## src/rtl/ysyx_040729_exe_div_ctrl_if.sv

```systemverilog
// EXE-side request/response and divider-core handshake bundle for ysyx_040729_exe_div_ctrl.
// slave = the controller's view; master = the EXE stage plus divider core.
interface ysyx_040729_exe_div_ctrl_if;
  localparam int unsigned XLEN = 64;

  logic            in_valid;
  logic            in_ready;
  logic [1:0]      op;
  logic            is_w;
  logic [XLEN-1:0] src1;
  logic [XLEN-1:0] src2;
  logic            flush;
  logic            out_valid;
  logic            out_ready;
  logic [XLEN-1:0] result;

  logic            core_div_valid;
  logic            core_div_ready;
  logic            core_divw;
  logic            core_flush;
  logic [XLEN-1:0] core_dividend;
  logic [XLEN-1:0] core_divisor;
  logic            core_out_valid;
  logic [XLEN-1:0] core_quotient;
  logic [XLEN-1:0] core_remainder;

  modport slave (
    input  in_valid, op, is_w, src1, src2, flush, out_ready,
           core_div_ready, core_out_valid, core_quotient, core_remainder,
    output in_ready, out_valid, result,
           core_div_valid, core_divw, core_flush, core_dividend, core_divisor
  );

  modport master (
    output in_valid, op, is_w, src1, src2, flush, out_ready,
           core_div_ready, core_out_valid, core_quotient, core_remainder,
    input  in_ready, out_valid, result,
           core_div_valid, core_divw, core_flush, core_dividend, core_divisor
  );
endinterface

```

## src/rtl/ysyx_040729_exe_div_ctrl.sv

```systemverilog
// RV64M divide/remainder sign handling and sequencing around an unsigned iterative core.
// Optional YSYX_040729_DIV_SHORTCUT_EN resolves divide-by-zero/overflow at accept without the core.
module ysyx_040729_exe_div_ctrl (
  input logic                       clock,
  input logic                       reset,
  ysyx_040729_exe_div_ctrl_if.slave bus
);
  localparam int unsigned XLEN = 64;
  localparam int unsigned HALF = 32;
  localparam logic [XLEN-1:0] MIN_D = {1'b1, {(XLEN-1){1'b0}}};
  localparam logic [XLEN-1:0] MIN_W = {{(HALF+1){1'b1}}, {(HALF-1){1'b0}}};

  typedef enum logic [1:0] {IDLE, ISSUE, WAIT, DONE} state_t;

  state_t          state;
  logic            is_rem;
  logic            is_w_q;
  logic            neg_q;
  logic            neg_r;
  logic            div_zero;
  logic            ovf;
  logic [XLEN-1:0] dividend_q;

  function automatic logic [XLEN-1:0] fix_w(input logic w, input logic [XLEN-1:0] v);
    return w ? {{HALF{v[HALF-1]}}, v[HALF-1:0]} : v;
  endfunction

  // Divide-by-zero takes precedence; otherwise the overflow rule applies
  function automatic logic [XLEN-1:0] special_res(input logic rem, input logic w,
                                                  input logic dz, input logic [XLEN-1:0] dvd);
    if (dz) return rem ? fix_w(w, dvd) : {XLEN{1'b1}};
    return rem ? {XLEN{1'b0}} : fix_w(w, dvd);
  endfunction

  // Accept-time operand extension, magnitudes and special-case detection
  logic            sgn_c, sa_c, sb_c, dz_c, ovf_c;
  logic [XLEN-1:0] a_ext_c, b_ext_c, abs_a_c, abs_b_c;

  always_comb begin
    sgn_c   = ~bus.op[0];
    a_ext_c = bus.src1;
    b_ext_c = bus.src2;
    if (bus.is_w) begin
      a_ext_c = {{HALF{sgn_c & bus.src1[HALF-1]}}, bus.src1[HALF-1:0]};
      b_ext_c = {{HALF{sgn_c & bus.src2[HALF-1]}}, bus.src2[HALF-1:0]};
    end
    sa_c    = sgn_c & a_ext_c[XLEN-1];
    sb_c    = sgn_c & b_ext_c[XLEN-1];
    abs_a_c = sa_c ? XLEN'({XLEN{1'b0}} - a_ext_c) : a_ext_c;
    abs_b_c = sb_c ? XLEN'({XLEN{1'b0}} - b_ext_c) : b_ext_c;
    dz_c    = (b_ext_c == {XLEN{1'b0}});
    ovf_c   = sgn_c & (a_ext_c == (bus.is_w ? MIN_W : MIN_D)) & (b_ext_c == {XLEN{1'b1}});
  end

  // Completion-time sign fixup and override
  logic [XLEN-1:0] raw_c, signed_c, fin_c;

  always_comb begin
    raw_c = is_rem ? bus.core_remainder : bus.core_quotient;
    if (is_w_q) raw_c = {{HALF{1'b0}}, raw_c[HALF-1:0]};
    signed_c = (is_rem ? neg_r : neg_q) ? XLEN'({XLEN{1'b0}} - raw_c) : raw_c;
    fin_c    = (div_zero | ovf) ? special_res(is_rem, is_w_q, div_zero, dividend_q)
                                : fix_w(is_w_q, signed_c);
  end

  // Issue pulse lands in the first ready ISSUE cycle; a flush suppresses it
  assign bus.core_div_valid = (state == ISSUE) & bus.core_div_ready & ~bus.flush;

  always_ff @(posedge clock or negedge reset) begin
    if (!reset) begin
      state             <= IDLE;
      bus.in_ready      <= 1'b1;
      bus.out_valid     <= 1'b0;
      bus.result        <= {XLEN{1'b0}};
      bus.core_flush    <= 1'b0;
      bus.core_divw     <= 1'b0;
      bus.core_dividend <= {XLEN{1'b0}};
      bus.core_divisor  <= {XLEN{1'b0}};
      is_rem            <= 1'b0;
      is_w_q            <= 1'b0;
      neg_q             <= 1'b0;
      neg_r             <= 1'b0;
      div_zero          <= 1'b0;
      ovf               <= 1'b0;
      dividend_q        <= {XLEN{1'b0}};
    end else begin
      bus.core_flush <= 1'b0;
      if (bus.flush) begin
        bus.core_flush <= (state == ISSUE) || (state == WAIT);
        state          <= IDLE;
        bus.in_ready   <= 1'b1;
        bus.out_valid  <= 1'b0;
      end else begin
        unique case (state)
          IDLE: if (bus.in_valid) begin
            is_rem            <= bus.op[1];
            is_w_q            <= bus.is_w;
            neg_q             <= sa_c ^ sb_c;
            neg_r             <= sa_c;
            div_zero          <= dz_c;
            ovf               <= ovf_c;
            dividend_q        <= a_ext_c;
            bus.core_divw     <= bus.is_w;
            bus.core_dividend <= bus.is_w ? {abs_a_c[HALF-1:0], {HALF{1'b0}}} : abs_a_c;
            bus.core_divisor  <= bus.is_w ? {abs_b_c[HALF-1:0], {HALF{1'b0}}} : abs_b_c;
            bus.in_ready      <= 1'b0;
            state             <= ISSUE;
`ifdef YSYX_040729_DIV_SHORTCUT_EN
            if (dz_c | ovf_c) begin
              bus.result    <= special_res(bus.op[1], bus.is_w, dz_c, a_ext_c);
              bus.out_valid <= 1'b1;
              state         <= DONE;
            end
`endif
          end
          ISSUE: if (bus.core_div_ready) state <= WAIT;
          WAIT: if (bus.core_out_valid) begin
            bus.result    <= fin_c;
            bus.out_valid <= 1'b1;
            state         <= DONE;
          end
          DONE: if (bus.out_ready) begin
            bus.out_valid <= 1'b0;
            bus.in_ready  <= 1'b1;
            state         <= IDLE;
          end
          default: state <= IDLE;
        endcase
      end
    end
  end
endmodule

```

## src/flat_wrapper.sv

```systemverilog
// flat-port wrapper written by rule: the top's interface ports become plain ports
module ysyx_040729_exe_div_ctrl_flat 
  (clock, reset, bus_in_valid, bus_op, bus_is_w, bus_src1, bus_src2, bus_flush, bus_out_ready, bus_core_div_ready, bus_core_out_valid, bus_core_quotient, bus_core_remainder, bus_in_ready, bus_out_valid, bus_result, bus_core_div_valid, bus_core_divw, bus_core_flush, bus_core_dividend, bus_core_divisor);
  ysyx_040729_exe_div_ctrl_if bus_i ();
  input logic clock;
  input logic reset;
  input wire logic [$bits(bus_i.in_valid)-1:0] bus_in_valid;
  input wire logic [$bits(bus_i.op)-1:0] bus_op;
  input wire logic [$bits(bus_i.is_w)-1:0] bus_is_w;
  input wire logic [$bits(bus_i.src1)-1:0] bus_src1;
  input wire logic [$bits(bus_i.src2)-1:0] bus_src2;
  input wire logic [$bits(bus_i.flush)-1:0] bus_flush;
  input wire logic [$bits(bus_i.out_ready)-1:0] bus_out_ready;
  input wire logic [$bits(bus_i.core_div_ready)-1:0] bus_core_div_ready;
  input wire logic [$bits(bus_i.core_out_valid)-1:0] bus_core_out_valid;
  input wire logic [$bits(bus_i.core_quotient)-1:0] bus_core_quotient;
  input wire logic [$bits(bus_i.core_remainder)-1:0] bus_core_remainder;
  output wire logic [$bits(bus_i.in_ready)-1:0] bus_in_ready;
  output wire logic [$bits(bus_i.out_valid)-1:0] bus_out_valid;
  output wire logic [$bits(bus_i.result)-1:0] bus_result;
  output wire logic [$bits(bus_i.core_div_valid)-1:0] bus_core_div_valid;
  output wire logic [$bits(bus_i.core_divw)-1:0] bus_core_divw;
  output wire logic [$bits(bus_i.core_flush)-1:0] bus_core_flush;
  output wire logic [$bits(bus_i.core_dividend)-1:0] bus_core_dividend;
  output wire logic [$bits(bus_i.core_divisor)-1:0] bus_core_divisor;
  assign bus_i.in_valid = bus_in_valid;
  assign bus_i.op = bus_op;
  assign bus_i.is_w = bus_is_w;
  assign bus_i.src1 = bus_src1;
  assign bus_i.src2 = bus_src2;
  assign bus_i.flush = bus_flush;
  assign bus_i.out_ready = bus_out_ready;
  assign bus_i.core_div_ready = bus_core_div_ready;
  assign bus_i.core_out_valid = bus_core_out_valid;
  assign bus_i.core_quotient = bus_core_quotient;
  assign bus_i.core_remainder = bus_core_remainder;
  assign bus_in_ready = bus_i.in_ready;
  assign bus_out_valid = bus_i.out_valid;
  assign bus_result = bus_i.result;
  assign bus_core_div_valid = bus_i.core_div_valid;
  assign bus_core_divw = bus_i.core_divw;
  assign bus_core_flush = bus_i.core_flush;
  assign bus_core_dividend = bus_i.core_dividend;
  assign bus_core_divisor = bus_i.core_divisor;
  ysyx_040729_exe_div_ctrl u_core (.clock(clock), .reset(reset), .bus(bus_i));
endmodule
```

## config.mk

```make
export PLATFORM = sky130hd
export DESIGN_NAME = ysyx_040729_exe_div_ctrl_flat
export DESIGN_NICKNAME = d
export VERILOG_FILES = /design/src/rtl/ysyx_040729_exe_div_ctrl_if.sv /design/src/rtl/ysyx_040729_exe_div_ctrl.sv /design/src/flat_wrapper.sv
export SDC_FILE = /design/constraint.sdc
export NUM_CORES = 1
export LEC_CHECK = 0
export CAP_MARGIN = 10
export CORE_MARGIN = 2
export CORE_UTILIZATION = 35
export CTS_CLUSTER_SIZE = 8
export DETAILED_ROUTE_END_ITERATION = 8
export PLACE_DENSITY = 0.58
export SETUP_SLACK_MARGIN = 0.3
export SLEW_MARGIN = 0
export SYNTH_ARGS = -nofsm -noshare
export SYNTH_HDL_FRONTEND = slang
export SYNTH_SLANG_ARGS = --single-unit
```

## constraint.sdc

```tcl
create_clock -name clock -period 5 [get_ports clock]
set_clock_uncertainty 0.2 [all_clocks]
set_input_delay 1 -clock clock [delete_from_list [all_inputs] [get_ports clock]]
set_output_delay 1 -clock clock [all_outputs]
set_load 0.02 [all_outputs]
```

==> reports/metrics.yaml <==
outcome: "finished clean"
syn-num-nets: 2488
io_pins: 463
met1_length_um: 35600
dieArea_um2: 53000
cp-start-kind: "register"
die_w_um: 230
max_cap_violations: 0
drive_above_1_share_pct: 7.18
rsz0062_at_grt: "no"
post-dp-hpwl_um: 67300
period_needed_ns: 4.10
routabilityCongestion: 0.954
hold_class: "reg2reg"
overflow: 0
grt_usage_pct: 31.7
drt_pre_antenna_iters: 6
timing.final.crit_share_pct: 82.0
top_layer: "met5"
slew_viol_final: 0
slowest_delay_ns: 0.88
avgSynthCellArea_um2: 8.10
numPortBuffers: 462
core_area_um2: 50400
fin_nets: 2923
cts_tree: "done"
synthCells: 2213
path_class: "reg2reg"
worst_pin_slew_ns: 1.01
fin_cells: 3340
drc: 0
worst_skew_pair.late_latency_ns: 0.55
fin_setup_tns_ns: 0
fp-row-count: 82
cts_made_buffers: 40
hold_viol: 0
startpoint: "u_core.is_rem"
ys_warn_count: 0
synthFlopType: "dfrtp_1"
hold_start: "u_core.bus.core_divisor[53]"
clock_sinks: 267
power_density_nw_per_um2: 560
critPathBufInv: 1
setup-violations-final: 0
start_util_pct: 35.6
synth-seq-area-share_pct: 37.3
postCtsSetupRepairBufs: 0
cpLargestDelayFamily: "simple AND/OR/NAND/NOR gates"
netlist.area_leader.share_pct: 37.2
ys_ff_latch: 267
leakage_uw: 0.00973
cts_resized: 0
cts.clk_slew.worst_paths_ns: 0.05
grt_pass1_vias: 19075
ir_drop_uv: 303
grt_max_degree: 117
grt_pass1_wl_um: 127000
worst_ep_required_time_ns: 5.21
crit_chain: "buf_4 -> mux2i_1 -> o21ai_0 -> or4b_1 -> nor4_4 -> a41oi_1 -> xor2_1 -> a21oi_1 -> o21ai_1"
relSlewSlack_pct: 32.4
area_growth_pct: 37.6
fmax_mhz: 244
vias_per_cell: 5.86
synthArstFlopShare_pct: 100
dp.cells: 3278
die_y_um: 230
endpoint_kind: "register"
arrival_ns: 4.31
r2r_start: "u_core.is_rem"
antenna_found_initial: 8
synth_edf_count: 0
drt_iter0_markers: 1916
route.met3.wl_um: 7380
final_util_pct: 48.9
postRouteAntennaNets: 0
cts_hold_repair.buffers: 0
num_vias: 19558
synthTopCellsByCount: "nand2_1 (281), dfrtp_1 (266), nor2_1 (257)"
cts_root_buffer: "clkbuf_16"
met2_length_um: 40600
clock_path_buffers: 3
detail_route.wl_per_cell_um: 26.1
synth_top_area_cell: "dfrtp_1"
cpMaxStageDelayCell: "dfrtp_4"
synth_cell_types: 85
wirelength_um: 87200
synth_area_leaders: "dfrtp_1 (37%), nand2_1 (5.9%), o21ai_0 (5.7%)"
h-tree-depth: 2
synth.most_common_cell: "nand2_1"
whs_ns: 0.269
critPathMaxFanout: 60
syn_area_um2: 17900
placed cells by master, fill, tap and decap left out, drive strengths merged, types with 9 or more instances in the layout:
cell type,count
nand2b,13
clkdlybuf4s50,460
nand3,23
a221oi,38
nand2,281
nor4,44
clkbuf,51
o22ai,21
o41ai,13
buf,83
a22o,12
o21ai,211
a31oi,39
inv,38
a21oi,153
nand4,34
nor2b,18
a22oi,32
or4,19
ha,9
nor3,78
dfrtp,266
o211ai,16
or3,34
and2,11
nor3b,11
xor2,77
mux2i,72
or2,18
mux2,12
a41oi,11
o31ai,24
nor2,257
xnor2,69
a211oi,22
power by group:
| part | internal, µW | switching, µW | total (µW) |
|---|---|---|---|
| logic | 3000 | 4170 | 7170 |
| clock network | 1520 | 1030 | 2550 |
| registers | 3200 | 888 | 4090 |
| total | 7720 | 6090 | 13800 |
metrics by stage:
stage	setup slack (ns)	power [µW]	cell area, µm²
after global routing	0.657	14500	24600
after global placement	0.573	11200	23500
after floorplan	0.914	7720	17900
final	0.899	13800	24600
after CTS	0.926	13800	24600
after detailed placement	0.573	11200	23500
tightest hold or removal path, delay by kind of cell, from the launching register on:
family	cells	cell delay (ns)
DFF	1	0.34
and+or+nand+nor	2	0.10
layout make-up:
type | count | area (µm²)
diodes | 6 | 15.0
clock buffers | 51 | 1050
clock inverters | 5 | 80.1
repair buffers | 543 | 5310
flip-flops and latches | 267 | 6690
fillers | 4892 | 25700
well taps | 672 | 841
inverters | 37 | 139
multi-input cells | 1759 | 10500
flip-flops by register name (all words and copies together), names as in the netlist:
signal	flops
u_core.bus.core_dividend	64
u_core.bus.core_divisor	64
u_core.bus.result	64
u_core.dividend_q	64
u_core.state	2
u_core.bus.core_divw	1
u_core.bus.core_flush	1
u_core.bus.in_ready	1
u_core.bus.out_valid	1
u_core.div_zero	1
u_core.is_rem	1
u_core.neg_q	1
u_core.neg_r	1
u_core.ovf	1
cells by family (layout without fill, tap and decap cells):
group,count (synthesis),after routing,share of synthesized area (%)
XOR/XNOR,146,146,7.14
other,0,6,0
multiplexers,84,84,4.78
flip-flops,267,267,37.3
adder cells (fa/ha/maj),9,9,0.629
AND/OR/NAND/NOR,868,868,23.1
AO/OA/AOI/OAI,652,652,22.9
buffers and inverters,187,636,4.16
per-layer routing:
metal / vias to the layer above / track usage (%)
met5: - / 0
met4: 6 / 12.1
met3: 160 / 7.09
met2: 925 / 52.3
met1: 9546 / 40.5
li1: 8921 / -
path summary, 6_finish.rpt:
kind	to	slack (ns)	cells past startpoint
setup / recovery	u_core.bus.result[58]	0.90	9
hold / removal	u_core.bus.core_divisor[53]	0.27	2
setup reg to reg	u_core.bus.result[58]	0.90	9
hold reg to reg	u_core.bus.core_divisor[53]	0.27	2
max in group asynchronous	u_core.bus.in_ready	3.17	2
min in group asynchronous	u_core.bus.result[53]	0.31	1
Power figures use the tool's default switching activity.
